===== config.mk =====
export PLATFORM = sky130hd
export DESIGN_NAME = pipeline_hazard_ctrl
export DESIGN_NICKNAME = d
export VERILOG_FILES = /design/src/rtl/pipeline_hazard_ctrl.sv
export SDC_FILE = /design/constraint.sdc
export NUM_CORES = 1
export LEC_CHECK = 0
export CORE_ASPECT_RATIO = 0.9
export CORE_UTILIZATION = 35
export CTS_CLUSTER_DIAMETER = 60
export DETAILED_ROUTE_END_ITERATION = 6
export PLACE_DENSITY = 0.69
export SLEW_MARGIN = 40
export SYNTH_ARGS = -nofsm -noshare
export SYNTH_HDL_FRONTEND = slang
export SYNTH_SLANG_ARGS = --single-unit

===== constraint.sdc =====
create_clock -name clk -period 2.2 [get_ports clk]
set_input_delay 0.22 -clock clk [delete_from_list [all_inputs] [get_ports clk]]
set_output_delay 0.22 -clock clk [all_outputs]
set_load 0.02 [all_outputs]

===== src/rtl/pipeline_hazard_ctrl.sv =====
// Stall/flush/forwarding control for the 5-stage pipeline plus a HI/LO unit busy sequencer.
// Hazard outputs combinational; muldiv_busy/done and stall_count registered.
module pipeline_hazard_ctrl #(
   parameter int MULDIV_LAT  = 4,
   parameter int REG_ADDR_W  = 5,
   parameter int STALL_CNT_W = 16
) (
   input  logic                   clk,
   input  logic                   reset_n,
   input  logic [REG_ADDR_W-1:0]  id_rs,
   input  logic [REG_ADDR_W-1:0]  id_rt,
   input  logic                   id_uses_rs,
   input  logic                   id_uses_rt,
   input  logic                   id_jump,
   input  logic                   id_muldiv_start,
   input  logic                   id_hilo_read,
   input  logic                   ex_mem_read,
   input  logic [REG_ADDR_W-1:0]  ex_rs,
   input  logic [REG_ADDR_W-1:0]  ex_rt,
   input  logic                   ex_branch_taken,
   input  logic                   mem_reg_write,
   input  logic [REG_ADDR_W-1:0]  mem_rd,
   input  logic                   wb_reg_write,
   input  logic [REG_ADDR_W-1:0]  wb_rd,
   input  logic                   stat_clr,
   output logic                   pc_write,
   output logic                   ifid_write,
   output logic                   ifid_flush,
   output logic                   idex_flush,
   output logic [1:0]             fwd_a,
   output logic [1:0]             fwd_b,
   output logic                   muldiv_busy,
   output logic                   muldiv_done,
   output logic [STALL_CNT_W-1:0] stall_count
);

   typedef enum logic {IDLE, BUSY} state_t;

   localparam logic [7:0]             LAT_M1    = 8'(MULDIV_LAT - 1);
   localparam logic [STALL_CNT_W-1:0] STALL_MAX = '1;
   localparam logic [STALL_CNT_W-1:0] STALL_ONE = STALL_CNT_W'(1);

   state_t     state, stateNxt;
   logic [7:0] cnt, cntNxt;
   logic       doneNxt;
   logic       loadUse, mdStall, mdAccept;

   function automatic logic [1:0] fwdSel(input logic [REG_ADDR_W-1:0] src);
      logic [1:0] sel;
      sel = 2'b00;
      if (mem_reg_write && mem_rd != '0 && mem_rd == src)
         sel = 2'b10;
      else if (wb_reg_write && wb_rd != '0 && wb_rd == src)
         sel = 2'b01;
      return sel;
   endfunction

   assign loadUse = ex_mem_read && (ex_rt != '0) &&
                    ((id_uses_rs && id_rs == ex_rt) || (id_uses_rt && id_rt == ex_rt));
   assign muldiv_busy = (state == BUSY);
   assign mdStall     = muldiv_busy && (id_muldiv_start || id_hilo_read);
   // A squashed or stalled ID instruction must not launch the unit.
   assign mdAccept    = (state == IDLE) && id_muldiv_start && !ex_branch_taken && !loadUse;

   assign fwd_a = fwdSel(ex_rs);
   assign fwd_b = fwdSel(ex_rt);

   always_comb begin
      pc_write   = 1'b1;
      ifid_write = 1'b1;
      ifid_flush = 1'b0;
      idex_flush = 1'b0;
      if (ex_branch_taken) begin
         ifid_flush = 1'b1;
         idex_flush = 1'b1;
      end else if (mdStall || loadUse) begin
         pc_write   = 1'b0;
         ifid_write = 1'b0;
         idex_flush = 1'b1;
      end else if (id_jump) begin
         ifid_flush = 1'b1;
      end
   end

   always_comb begin
      stateNxt = state;
      cntNxt   = cnt;
      doneNxt  = 1'b0;
      case (state)
         IDLE: begin
            if (mdAccept) begin
               stateNxt = BUSY;
               cntNxt   = LAT_M1;
            end
         end
         BUSY: begin
            if (cnt == '0) begin
               stateNxt = IDLE;
               doneNxt  = 1'b1;
            end else begin
               cntNxt = cnt - 8'd1;
            end
         end
         default: stateNxt = IDLE;
      endcase
   end

   always_ff @(posedge clk or negedge reset_n) begin
      if (!reset_n) begin
         state       <= IDLE;
         cnt         <= '0;
         muldiv_done <= 1'b0;
      end else begin
         state       <= stateNxt;
         cnt         <= cntNxt;
         muldiv_done <= doneNxt;
      end
   end

   always_ff @(posedge clk or negedge reset_n) begin
      if (!reset_n)
         stall_count <= '0;
      else if (stat_clr)
         stall_count <= '0;
      else if (!pc_write && stall_count != STALL_MAX)
         stall_count <= stall_count + STALL_ONE;
   end

endmodule

**After elaboration in Yosys (flattened, before gate mapping)**

Cells that the tools add are included.

- Bits in read-only memories: 0
- Memory bits (writable): 0
- Bits in latches: 0
- Input bits: 42
- Bits in registers: 26
- Memories kept: 0
- Word-level logic and storage cells: 64

- Multiply operators: 0
- Reductions and logical operators: 27
- Div/mod/pow operators: 0
- Order comparisons: 0
- Shift-type cells: 0
- $add $sub $neg: 2
- Equal/unequal tests: 9
- Bitwise gates (word level): 1
- Mux-type cells: 21

Operator list:

| operator | count |
|---|---|
| $mux 16 | 2 |
| $eq 5x5->1 | 6 |
| $add 16x1->16 const B | 1 |
| $mux 8 | 2 |
| $ne 16x16->1 const B | 1 |
| $pmux 8 s2 | 1 |
| $logic_and 1x1->1 | 15 |
| $reduce_bool 5->1 | 3 |
| $mux 1 | 13 |
| $logic_not 8->1 | 1 |
| $sub 8x1->8 const B | 1 |
| $mux 2 | 2 |
| $ne 2x2->1 const B | 2 |
| $logic_not 1->1 | 3 |
| $logic_or 1x1->1 | 3 |
| $pmux 1 s2 | 1 |
| $reduce_and 2->1 | 1 |
| $reduce_bool 2->1 | 1 |
| $not 1->1 | 1 |

**Depth between registers and ports, before layout**

Gate-level depths: netlist (run 1).

- Depth after elaboration: 11
- Gate-level depth with buffers: 9

**Worst setup path after synthesis (run 1)**

Ideal clock, no wire load.

- Path type: reg-to-reg
- Start point: register stall_count[0]
- End point: register stall_count[5]
- Path buffers: 1
- Clock period less this slack: 2,180 ps
- Slack: 20 ps
- Setup time: 125 ps
- Arrival: 2,055 ps
- Stages on the path, launching flop included: 8
- Cell sequence: dfrtp_1 -> ha_1 -> and2_1 -> nand4_1 -> o21ai_0 -> clkbuf_1 -> nor4_1 -> mux2_2

- Word-level cells in the longest chain between the ends: 3
- Elaborated cells between the ends (all ways): 6
- Classes of those cells: add/sub (1); eq/ne (1); mux (2); reduce/logical (2)

Ends and longest elaborated chain:

| what | RTL line | text |
|---|---|---|
| from (decl) | 34 | `output logic [STALL_CNT_W-1:0] stall_count` |
| from (signal assigned) | 126 | `stall_count <= stall_count + STALL_ONE;` |
| $add 16x1->16 or $ne 16x16->1 (tied branches) | 126, 125 |  |
| $mux 16 or $logic_and 1x1->1 (tied branches) | 125 | `else if (!pc_write && stall_count != STALL_MAX)` |
| $mux 16 or $reduce_bool 2->1 (tied branches) | - |  |

Parallel ways exist; a longest one is shown, timed or not. The select of a mux whose other input is x is not followed.
A chain may end at the register's enable or synchronous reset.

**Final worst setup path (run 1)**

- Start point: input port ex_rt[3]
- End point: output port pc_write

- Word-level cells in the longest chain between the ends: 7
- Elaborated cells between the ends (all ways): 11
- Classes of those cells: eq/ne (2); mux (2); reduce/logical (7)

Ends and longest elaborated chain:

| what | RTL line | text |
|---|---|---|
| from (decl) | 19 | `input logic [REG_ADDR_W-1:0] ex_rt,` |
| $eq 5x5->1 | 59 | `((id_uses_rs && id_rs == ex_rt) \|\| (id_uses_rt && id_rt == ex_rt));` |
| $logic_and 1x1->1 | 59 |  |
| $logic_or 1x1->1 | 59 |  |
| $logic_and 1x1->1 * | 58 | `assign loadUse = ex_mem_read && (ex_rt != '0) &&` |
| $logic_or 1x1->1 * | 76 | `end else if (mdStall \|\| loadUse) begin` |
| $mux 1 * | 76 |  |
| $mux 1 * | 73 | `if (ex_branch_taken) begin` |
| to (decl) | 26 | `output logic pc_write,` |

Mark *: on every way between the ends. The rest lies on a longest branch, timed or not.

==> results of run 1 <==
[repair_timing]
item	CTS	global route
pin swaps	5	9
setup endpoints to repair	20	18
gates resized for setup	33	15
buffers inserted	3	0
[report_power, final]
part | leakage [nW] | total (mW) | switching [mW] | internal (mW)
Combinational | 0.857 | 0.768 | 0.396 | 0.372
Clock | 0.0357 | 0.403 | 0.159 | 0.244
Sequential | 0.346 | 0.639 | 0.0729 | 0.566
Total | 1.24 | 1.81 | 0.628 | 1.18
[kinds of logic (layout without fill, tap and decap cells)]
family / count (synthesis) / in the layout / share of synthesized area
AO/OA/AOI/OAI: 43 / 43 / 0.151
XOR/XNOR: 36 / 36 / 0.168
adder cells (fa/ha/maj): 2 / 2 / 0.0134
buffers and inverters: 19 / 116 / 0.0595
flip-flops: 26 / 26 / 0.348
multiplexers: 2 / 2 / 0.0120
AND/OR/NAND/NOR: 82 / 82 / 0.248
[worst max-delay path: stages]
cell and delay (ns):
dlygate4sd2_1 0.28, or4_2 0.64, o21ai_2 0.21, o21ai_1 0.13
nand2_1 0.11, dlygate4sd2_1 0.34
[cell usage in the layout, fill, tap and decap left out, types with 2 or more instances in the layout]
cell type / synthesis / final
nor4_2: 1 / 4
clkbuf_2: 0 / 3
nor2_1: 14 / 14
clkbuf_8: 0 / 3
nor3_1: 5 / 5
mux2_2: 2 / 2
o31ai_1: 10 / 10
nand3_1: 11 / 11
nor4_1: 6 / 3
xor2_1: 27 / 27
a21oi_1: 15 / 15
o21ai_0: 7 / 5
inv_1: 6 / 6
and4_1: 2 / 2
and2_1: 4 / 4
xnor2_1: 9 / 9
clkdlybuf4s50_1: 0 / 50
dlygate4sd2_1: 0 / 5
nand2_1: 11 / 11
o211ai_1: 2 / 2
dfrtp_1: 26 / 26
o21ai_2: 1 / 2
buf_4: 4 / 38
buf_2: 2 / 3
ha_1: 2 / 2
nand4_1: 4 / 4
nor2b_1: 2 / 2
and3_1: 2 / 2
dlymetal6s2s_1: 0 / 5
or4_1: 15 / 14
[sequential cells by signal (all words and copies together) (netlist names)]
signal and cells:
cnt 8, muldiv_done 1, muldiv_busy 1, stall_count 16
[synthesized netlist by cell type (3+ instances only)]
| cell | number | area (µm²) |
|---|---|---|
| xor2_1 | 27 | 236 |
| dfrtp_1 | 26 | 651 |
| a21oi_1 | 15 | 75.1 |
| or4_1 | 15 | 113 |
| nor2_1 | 14 | 52.6 |
| nand2_1 | 11 | 41.3 |
| nand3_1 | 11 | 55.1 |
| o31ai_1 | 10 | 75.1 |
| xnor2_1 | 9 | 78.8 |
| o21ai_0 | 7 | 35.0 |
| inv_1 | 6 | 22.5 |
| nor4_1 | 6 | 37.5 |
| nor3_1 | 5 | 25.0 |
| and2_1 | 4 | 25.0 |
| buf_4 | 4 | 30.0 |
| nand4_1 | 4 | 25.0 |
| buf_6 | 3 | 33.8 |
| clkbuf_1 | 3 | 11.3 |
[worst max-delay path by stage]
stage                         from               to  cells past startpoint
floorplan           stall_count[0]   stall_count[5]                      7
global placement          ex_rt[2]  stall_count[14]                      9
detailed placement       mem_rd[1]         fwd_b[0]                      6
CTS                       id_rs[1]       ifid_flush                      8
global route              id_rt[2]       ifid_flush                      8
finish                    ex_rt[3]         pc_write                      6
[stage by stage]
stage	power (mW)	area [µm²]	util	TNS, ns
6_report	1.81	2930	0.587	0
5_1_grt	1.93	2930	0.587	0
4_1_cts	1.82	2900	0.583	-0.00239
3_5_place_dp	1.41	2820	0.565	-9.30
3_3_place_gp	1.39	2820	0.565	-8.81
2_1_floorplan	1.07	1870	-	0
[area by class of cell]
| cell class | count | area (µm²) | area share |
|---|---|---|---|
| tap | 65 | 81.3 | 0.0278 |
| timing repair buffer | 106 | 953 | 0.326 |
| clock inverter | 1 | 30.0 | 0.0103 |
| inverter | 6 | 22.5 | 0.00769 |
| multi-input combinational | 165 | 1150 | 0.392 |
| clock buffer | 3 | 41.3 | 0.0141 |
| sequential | 26 | 651 | 0.222 |
[metal layers]
| metal | global-route usage | vias up |
|---|---|---|
| li1 | - | 963 |
| met1 | 0.268 | 877 |
| met2 | 0.304 | 38 |
| met3 | 0.0344 | 5 |
| met4 | 0.0485 | 0 |
| met5 | 0 | - |
==> impl.org, run 1 <==
** Run status
- Run status :: complete, no violations

** Cells and area
- At the end of the flow, the number of nets in the layout was around 350.
- From synthesis to final layout, the design area changed by 56.4%.
- The number of antenna diodes in the final layout is 0.
- Of the cells placed in the final design, the portion with a size suffix greater than 1 is 0.212.
- The count of cells in the finished layout, fillers not included, comes to 372.
- Fill cells in the final layout number between 400 and 500.

** Yosys
- Yosys warns :: 0
- Synthesis inferred 26 register bits.
- For this run, the leading register cell type out of synthesis is dfrtp_1.
- In the synthesized netlist, the number of instances is 210.
- For this run, the register share of the synthesized area comes to 0.348.
- Number of distinct standard cells referenced by the synthesized netlist :: slightly above 40
- Mapped Avg Cell Area :: between 8 and 9 µm²
- Post-synthesis instance area :: 1870 µm²
- Proportion of register bits with asynchronous set or reset after synthesis :: 1.00
- Net count after synthesis :: 254
- In this run, synthesis inferred 0 flip-flops with an integrated enable.

** Placement
- Once placement completed, the tool counted placed cells totaling between 300 and 400.
- Placement Setup Slack :: -0.491 ns
- Input and output buffers added on the ports amount to 67.
- Summed over all nets, the half-perimeter wirelength after detailed placement is around 4.0 mm.
- The congestion estimate from routability-driven global placement came to roughly 0.8.

** Detailed routing
- Number of nets with antenna violations after detailed routing :: 0
- Avg Vias per Cell :: 5.06
- Metal2 WL :: ~2.4 mm
- After the first detailed-routing iteration, the DRC count stood at 72.
- Average routed wire per standard cell :: 14.0 µm
- Routed via count :: 1883
- For this run, design rule violations remaining after detail routing come to 0.
- After detailed routing, the wire length on met1 is ~2.6 mm.
- After detailed routing, the met3 layer carries roughly 210 µm of wire.
- The final layout contains routed wiring with a total length of approximately 5.2 mm.
- Pre-Repair DR Iteration Count :: 4
- The highest layer touched by signal routing is met4.

** Run
- Max-Cap Viols :: 0

** Timing
- Between clock sinks in the finished design, the worst skew comes to ~0.0031 ns.
- In the finished design, the share of the clock period the worst path needs comes to 0.973.
- Setup repair after global routing left no endpoint under its margin.
- For the pin with the worst max-slew slack, the measured transition is between 0.4 and 0.5 ns.
- Relative slew slack :: 0.723
- Final Hold Fails :: 0
- Post-route worst setup slack :: around 0.058 ns
- Max-slew violations :: 0
- Fmax :: roughly 470 MHz
- Setup violations remaining at the end of the flow were counted as 0.
- Fin crit period :: about 2.1 ns
- Worst hold slack :: between 0.3 and 0.4 ns

** Pwr
- Static Leak :: 1.24 nW
- Maximum vdd ir drop :: between 0.3 and 0.4 mV
- Total power divided by cell area :: just over 600 nW/µm²

** Critical path
- Setup slack on the worst reg-to-reg path comes out at between 0.15 and 0.2 ns.
- For the worst setup path, the data required time is around 2 ns.
- In this run the worst path has a maximum fanout of 3.
- STA classifies the critical path startpoint as an input port.
- Kind of critical path :: input port to output pin
- In this run the critical register-to-register path is launched from stall_count[8].
- For the worst setup path, the data arrival time is about 1.9 ns.
- Worst setup EP type :: output pin
- Number of cells on the worst reg-to-reg path :: 7
- Reg-to-Reg End :: stall_count[15]

** Global routing
- In the global route stage, overall resource usage came out at 0.191.
- Remaining Overflow, GRT :: 0
- The via count of the first global-routing pass was ~1900.
- Antenna violations before repair :: 0
- Entering global routing, the biggest net connects 27 pins.
- The first global-routing pass estimated 8.54 mm of wire.

** Clock tree
- CTS tree :: done
- After clock tree synthesis, the clock-pin slew on the worst setup and hold paths is roughly 0.090 ns.
- Skew-Pair Late Insertion Delay :: between 0.2 and 0.3 ns
- Counting every sink on the clock net gives 26.
- In this run, post-CTS hold repair placed 0 buffers.
- In this run the number of H-tree levels came out at 1.
- TritonCTS buffer count :: 3
- No sink is reached through more buffers than the 2 on the longest clock path.
- Cell at the root of the clock tree :: clkbuf_8

** Floorplan
- Core footprint :: 4980 µm²
- The die covers 5640 µm².
- I/O Pins :: 68
- From left edge to right edge, the die measures ~79 µm.
- Die Span Y :: just over 70 µm
- Num rows :: 24
- Initial Utilization :: 0.376

** Min path
- Worst hold path class :: input port to async pin
Power figures use the tool's default switching activity.
==> run 2: changes to the inputs <==
--- a/config.mk
+++ b/config.mk
@@ -6,10 +6,10 @@
 export NUM_CORES = 1
 export LEC_CHECK = 0
 export CORE_ASPECT_RATIO = 0.9
-export CORE_UTILIZATION = 35
+export CORE_UTILIZATION = 41
 export CTS_CLUSTER_DIAMETER = 60
 export DETAILED_ROUTE_END_ITERATION = 6
-export PLACE_DENSITY = 0.69
+export PLACE_DENSITY = 0.78
 export SLEW_MARGIN = 40
 export SYNTH_ARGS = -nofsm -noshare
 export SYNTH_HDL_FRONTEND = slang
==> run 2 against run 1 <==
  * Sequential share of layout area is 0.23 points lower
  * Worst hold slack worse by 0.014 ns
  * Design area is 1.0% higher
  * Core utilization is 11 points higher
  * Clock skew is 0.0073 ns higher
  * Non-clock buffer count stayed put
  * Combinational power is 1% higher
  * Global-route usage is 4.7 points higher
==> impl.org, run 2 (synthesis results as in run 1) <==
** Pwr
- Int Power :: between 1 and 1.5 mW
- VDD sags by at most about 0.5 mV.
- Overall power consumption :: around 1.8 mW
- Part of the total power dissipated in sequential elements :: 0.350
- Power spread over the standard cell area amounts to 618 nW/µm².
- Of the total power, combinational logic draws 0.427.
- Of the total power, the clock network draws 0.223.
- Static Leak :: roughly 1.2 nW
- In this run the power spent charging and discharging nets is approximately 0.64 mW.
- Net switching share of the total power :: 0.348

** Detailed routing
- The routed layout has slightly below 2000 vias.
- DRC marker count from the first detailed-route iteration :: ~130
- The final layout contains routed wiring with a total length of about 5.4 mm.
- Average routed wire per standard cell :: between 10 and 15 µm
- For this run, design rule violations remaining after detail routing come to 0.
- In the routed layout, each cell is associated on average with a via count of about 5.3.
- Pre-Repair DR Iteration Count :: 4
- Number of nets with antenna violations after detailed routing :: 0

** Floorplan
- Core footprint :: between 4000 and 5000 µm²
- Die boundary width :: 73.2 µm
- 68 I/O pins were placed.
- From bottom edge to top edge, the die measures around 66 µm.
- Initial Utilization :: 0.442
- Full die area :: ~4800 µm²
- Row generation in the floorplan step produced 22 rows.

** Clock tree
- Count of clock tree sinks :: 26
- Clock latency on the worst-skew pair, taken at its later pin, is between 0.2 and 0.3 ns.
- CTS tree :: done
- H-tree levels :: 1
- Clock-pin slew was measured on the worst setup and hold paths at approximately 0.10 ns.
- TritonCTS buffer count :: 3
- Worst-case clock buffer depth :: 2
- Cell at the root of the clock tree :: clkbuf_8

** Cells and area
- Leaving out fill and tap cells, the most frequent cells in the layout are clkdlybuf4s50_1 (53), buf_4 (35), xor2_1 (27), dfrtp_1 (26), nor2_1 (14).
- Register containing the most flip-flops in the final layout :: stall_count
- Fin nets :: approximately 350
- Antenna Diode Count :: 0
- Largest registers :: stall_count x16, cnt x8
- The register with the most flip-flops in the layout has 16 of them.
- Fraction of final layout cells with drive strength greater than 1 :: 0.221
- After routing the design area is just under 3000 µm².
- Syn-to-layout area delta :: 58.0%
- Most common cell after layout, fill and taps aside :: clkdlybuf4s50_1
- At the end of the flow the core is filled with cells to 0.698.

** Timing
- The number of pins exceeding their max-slew limit in the final report was 0.
- Post-route worst setup slack :: ~0.049 ns
- The number of endpoints with negative hold slack in the final report was 0.
- Worst hold slack :: 0.294 ns
- Fmax :: roughly 460 MHz
- Relative slew slack :: 0.729
- Dividing the final minimum period by the clock period gives 0.978.
- Setup violations remaining at the end of the flow were counted as 0.
- Least-Margin Pin Slew :: 0.405 ns
- After layout, the minimum clock period comes to ~2.2 ns.
- The clock arrives with 0.0104 ns of skew.

** Critical path
- The worst register-to-register path ends at stall_count[15].
- STA classifies the critical path endpoint as a register.
- In this run the critical register-to-register path is launched from stall_count[8].
- Data on the critical path arrives at its endpoint at roughly 2.4 ns.
- Measured in cells, the most critical reg-to-reg path has a length of 7.
- CP Data Required Time :: 2.39 ns
- Worst-case register-to-register setup slack :: 0.16 ns
- The worst setup path is launched from an input port.
- Of all nets on the critical path, the largest fanout is 8.
- The critical path in this run is classified as input port to register.

** Run status
- The flow ran to the end, and the final reports show no timing, DRC or antenna violations.

** Min path
- The tightest min-delay check is of the input port to async pin type.

** Placement
- After detailed placement, the total cell area comes to between 2000 and 3000 µm².
- Buffers placed on the I/O ports in this run total 67.
- RD Place Congestion :: a little under 0.9
- Placement Setup Slack :: -0.504 ns
- Placed wire-length estimate :: between 3 and 4 mm

** Global routing
- Overall Global Routing Usage :: 0.237
- Antenna violations before repair :: 0
- Largest net degree at the start of global routing :: 27
- The total overflow left after global routing is 0.
- Number of global-route vias before repair :: 1807
- The first global-routing pass estimated a little under 9 mm of wire.

** Run
- Max-Cap Viols :: 0
-- run 2: cell count changes in the layout (fill, tap and decap cells not counted), sizes merged --
cell | previous run | this run
dlygate4sd2 | 5 | 6
clkdlybuf4s15 | 0 | 2
clkdlybuf4s50 | 50 | 53
clkbuf | 6 | 3
dlymetal6s2s | 5 | 2
-- run 2: stage by stage --
| step | setup TNS, ns | instances |
|---|---|---|
| 2_1_floorplan | 0 | 210 |
| 3_3_place_gp | -8.33 | 359 |
| 3_5_place_dp | -8.81 | 359 |
| 4_1_cts | 0 | 364 |
| 5_1_grt | -0.00120 | 367 |
| 6_report | 0 | 367 |
-- run 2: routing by layer --
metal | up-vias | GRT usage | wire length (µm)
met5 | - | 0 | 0
met4 | 0 | 0.0686 | 119
met3 | 13 | 0.0351 | 245
met2 | 61 | 0.372 | 2480
met1 | 924 | 0.337 | 2550
li1 | 965 | - | -
-- run 2: worst max-delay path by stage --
stage / to / cells past startpoint / from
3_3_place_gp: ifid_write / 6 / ex_rt[3]
6_report: stall_count[14] / 8 / id_rt[2]
2_1_floorplan: stall_count[5] / 7 / stall_count[0]
4_1_cts: stall_count[4] / 8 / id_rs[3]
3_5_place_dp: pc_write / 6 / ex_rt[3]
5_1_grt: stall_count[14] / 8 / id_rt[2]
-- run 2: power by group through the flow --
stage,Clock [mW],Sequential [mW],Combinational (mW)
floorplan,0,0.659,0.415
global placement,0,0.646,0.705
detailed placement,0,0.646,0.730
CTS,0.412,0.639,0.732
global route,0.426,0.653,0.861
finish,0.408,0.640,0.779
-- run 2: final cells by class --
cell class,instances,area [µm²]
clock inverter,1,30.0
timing repair buffer,106,958
clock buffer,3,41.3
inverter,6,22.5
multi-input combinational,165,1180
fill,348,1280
tap,60,75.1
sequential,26,651
-- run 2: critical path, cell delays in order --
cell and delay [ns]:
clkdlybuf4s50_1 0.43, xor2_1 0.16, nor4_2 0.30, a32oi_2 0.12
o21a_4 0.24, buf_6 0.13, or4_4 0.48, a211oi_2 0.26
-- run 2: what timing repair did --
item | in CTS | in global routing
pin swaps | 4 | 10
buffers inserted | 1 | 3
hold buffers | 0 | 0
gates resized for setup | 40 | 11
cloned | 0 | 0
setup endpoints to repair | 18 | 13
==> run 3: changes to the inputs <==
--- a/config.mk
+++ b/config.mk
@@ -6,10 +6,10 @@
 export NUM_CORES = 1
 export LEC_CHECK = 0
 export CORE_ASPECT_RATIO = 0.9
-export CORE_UTILIZATION = 41
+export CORE_UTILIZATION = 40
 export CTS_CLUSTER_DIAMETER = 60
 export DETAILED_ROUTE_END_ITERATION = 6
-export PLACE_DENSITY = 0.78
+export PLACE_DENSITY = 0.77
 export SLEW_MARGIN = 40
 export SYNTH_ARGS = -nofsm -noshare
 export SYNTH_HDL_FRONTEND = slang
==> run 3 against run 2 <==
  * Cell count increased by 3.0%
  * Largest cell class unchanged
  * Flip-flop and latch count unchanged
  * Combinational power increased by 0.8%
  * Worst setup slack got worse by 0.025 ns
  * Critical endpoint is now fwd_b[1]
  * Total power about the same
==> impl.org, run 3 (synthesis results as in run 1) <==
** Clock tree
- The clock passes through at most 2 buffers.
- Skew-Pair Late Insertion Delay :: between 0.2 and 0.3 ns
- Hold-fix buffer count after cts :: 0
- Cell at the root of the clock tree :: clkbuf_8
- TritonCTS buffer count :: 3
- CTS built an H-tree with a depth of 1.
- CTS tree :: done
- The tree built by TritonCTS fans out to 26 sinks.
- Clk slew on worst S/H paths :: 0.09 ns

** Placement
- Once detailed placement completed, the half-perimeter wirelength came to ~4 mm.
- At the end of routability-driven placement, the weighted congestion stood at about 0.86.
- Timing analysis after detailed placement gives a worst setup slack of -0.530 ns.
- The count of buffers added on input and output ports is 67.

** Pwr
- Part of the total power dissipated in sequential elements :: 0.350
- For this design the static power due to leakage is between 1 and 1.5 nW.
- Overall power consumption :: approximately 1.8 mW
- VDD sags by at most 0.488 mV.
- Cell internal power was estimated by the tool at around 1.2 mW.
- Switching Power :: 0.631 mW
- Of the total power, the share spent switching nets is 0.345.
- The share of total power dissipated in combinational logic is 0.430.
- The share of total power dissipated in the clock network is 0.220.
- For this design the ratio of total power to cell area is 601 nW/µm².

** Global routing
- The first global-routing pass estimated between 8 and 9 mm of wire.
- The initial antenna violation count is 0.
- Number of global-route vias before repair :: 1924
- Grt met3 use :: 0.0439
- Met1 layer usage reported by global route :: 0.281
- Entering global routing, the biggest net connects 27 pins.
- Summed over all layers, the global routing overflow is 0.
- Overall Global Routing Usage :: 0.229
- The global routing stage identified its most utilized layer as met2.
- Grt met2 use :: 0.402

** Cells and area
- Register containing the most flip-flops in the final layout :: stall_count
- The library cell used most frequently in the layout, excluding fill and tap cells, is clkdlybuf4s50_1.
- In the final layout, the share of cells above drive strength 1 is 0.237.
- Fraction of the core area covered by cells at the end of the flow :: 0.682
- Compared with the post-synthesis result, the final layout area differs by 62.4%.
- Fin nets :: around 360
- In the layout the commonest cells are clkdlybuf4s50_1 (49), buf_4 (47), xor2_1 (27), dfrtp_1 (26).
- The register with the most flip-flops in the layout has 16 of them.
- 0 antenna diodes ended up in the layout.
- In the final layout, the registers with the most flip-flops are stall_count x16, cnt x8.

** Timing
- Of the available clock period, the critical path in the final layout requires 0.989.
- The number of endpoints with negative hold slack in the final report is 0.
- Final Setup Violations :: 0
- Fin crit period :: roughly 2.2 ns
- Least-Margin Pin Slew :: 0.374 ns
- Relative slew slack :: 0.748
- Summed over all failing endpoints, the final setup total negative slack is 0 ns.
- The number of pins exceeding their max-slew limit in the final report came to 0.
- Across the routed clock network, the largest skew measured is between 0.003 and 0.004 ns.
- Fmax :: ~460 MHz
- Once routing completed, OpenROAD measured the worst setup slack at roughly 0.024 ns.

** Critical path
- Kind of critical path :: input port to output pin
- In this run the critical register-to-register path is captured at stall_count[8].
- Setup crit start :: mem_rd[1]
- Worst-case register-to-register setup slack :: around 0.14 ns
- Largest fanout on the critical path :: 2
- The number of cells on the worst reg-to-reg path is 7.
- Data arrival at the endpoint of the critical path :: between 1.5 and 2 ns
- Worst setup EP type :: output pin
- The worst register-to-register path begins at stall_count[1].
- CP Data Required Time :: 1.98 ns
- Element type at the critical path start :: input port

** Detailed routing
- Pre-Repair DR Iteration Count :: 4
- Routed via count :: just over 2000
- The detailed router finished its first iteration with ~100 violations.
- Average routed wire per standard cell :: about 15 µm
- Total Routed Length :: 5.59 mm
- DRC viols :: 0
- Number of nets with antenna violations after detailed routing :: 0
- Using the TritonRoute via totals, the vias-per-cell ratio works out to around 5.4.

** Floorplan
- The die covers around 5000 µm².
- The die is approximately 67 µm tall.
- The initial utilization of the core area, before any placement, comes to 0.420.
- During I/O placement, the number of pins put on the boundary was between 60 and 70.
- The floorplan has 23 rows.
- The core region is 4460 µm².
- Die boundary width :: 74.1 µm

** Run
- Across the run, the number of max-cap violations was 0.

** Run status
- Run status :: complete, no violations

** Min path
- The min-delay analysis places its worst path in the category input port to async pin.
## run 3: changes by cell type in the layout (fill, tap and decap cells not counted), sizes merged
cell | previous run | this run
dlygate4sd2 | 6 | 4
clkdlybuf4s15 | 2 | 3
dlymetal6s2s | 2 | 6
clkdlybuf4s50 | 53 | 49
buf | 43 | 53
## run 3: how the worst max path moves through the flow
stage,endpoint,cells past startpoint
2_1_floorplan,stall_count[5],7
3_3_place_gp,stall_count[14],9
3_5_place_dp,fwd_b[0],6
4_1_cts,stall_count[14],8
5_1_grt,fwd_b[1],7
6_report,fwd_b[1],6
## run 3: power groups by stage
stage	sequential [mW]	combinational (mW)	clock [mW]
after floorplan	0.659	0.415	0
after global placement	0.648	0.708	0
after detailed placement	0.649	0.732	0
after CTS	0.641	0.740	0.410
after global routing	0.653	0.868	0.427
final	0.640	0.785	0.401
## run 3: per-layer routing
metal | vias to the layer above | routed length [µm]
met4 | 0 | 100
met1 | 960 | 2370
met3 | 12 | 318
met2 | 71 | 2800
li1 | 984 | -
met5 | - | 0
## run 3: metrics by stage
step                hold slack, ns  area, µm²  instances
global route                 0.343       3040        378
floorplan                  -0.0756       1870        210
CTS                          0.320       2940        374
detailed placement           0.495       2850        369
finish                       0.305       3040        378
global placement             0.486       2850        369
## run 3: critical path: stages
cell             delay [ns]
clkdlybuf4s50_1        0.44
or4_1                  0.56
o21ai_2                0.24
nor4_4                 0.08
buf_4                  0.14
clkdlybuf4s15_1        0.28
## run 3: what timing repair did
| item | CTS | global route |
|---|---|---|
| pin swaps | 6 | 10 |
| gates resized for setup | 40 | 20 |
| setup endpoints to repair | 20 | 16 |
| setup buffers | 1 | 4 |
## run 3: layout make-up
class,instances,area [µm²]
timing repair buffer,115,1040
fill,349,1420
clock inverter,1,30.0
multi-input combinational,165,1180
clock buffer,3,41.3
inverter,6,22.5
sequential,26,651
tap,62,77.6
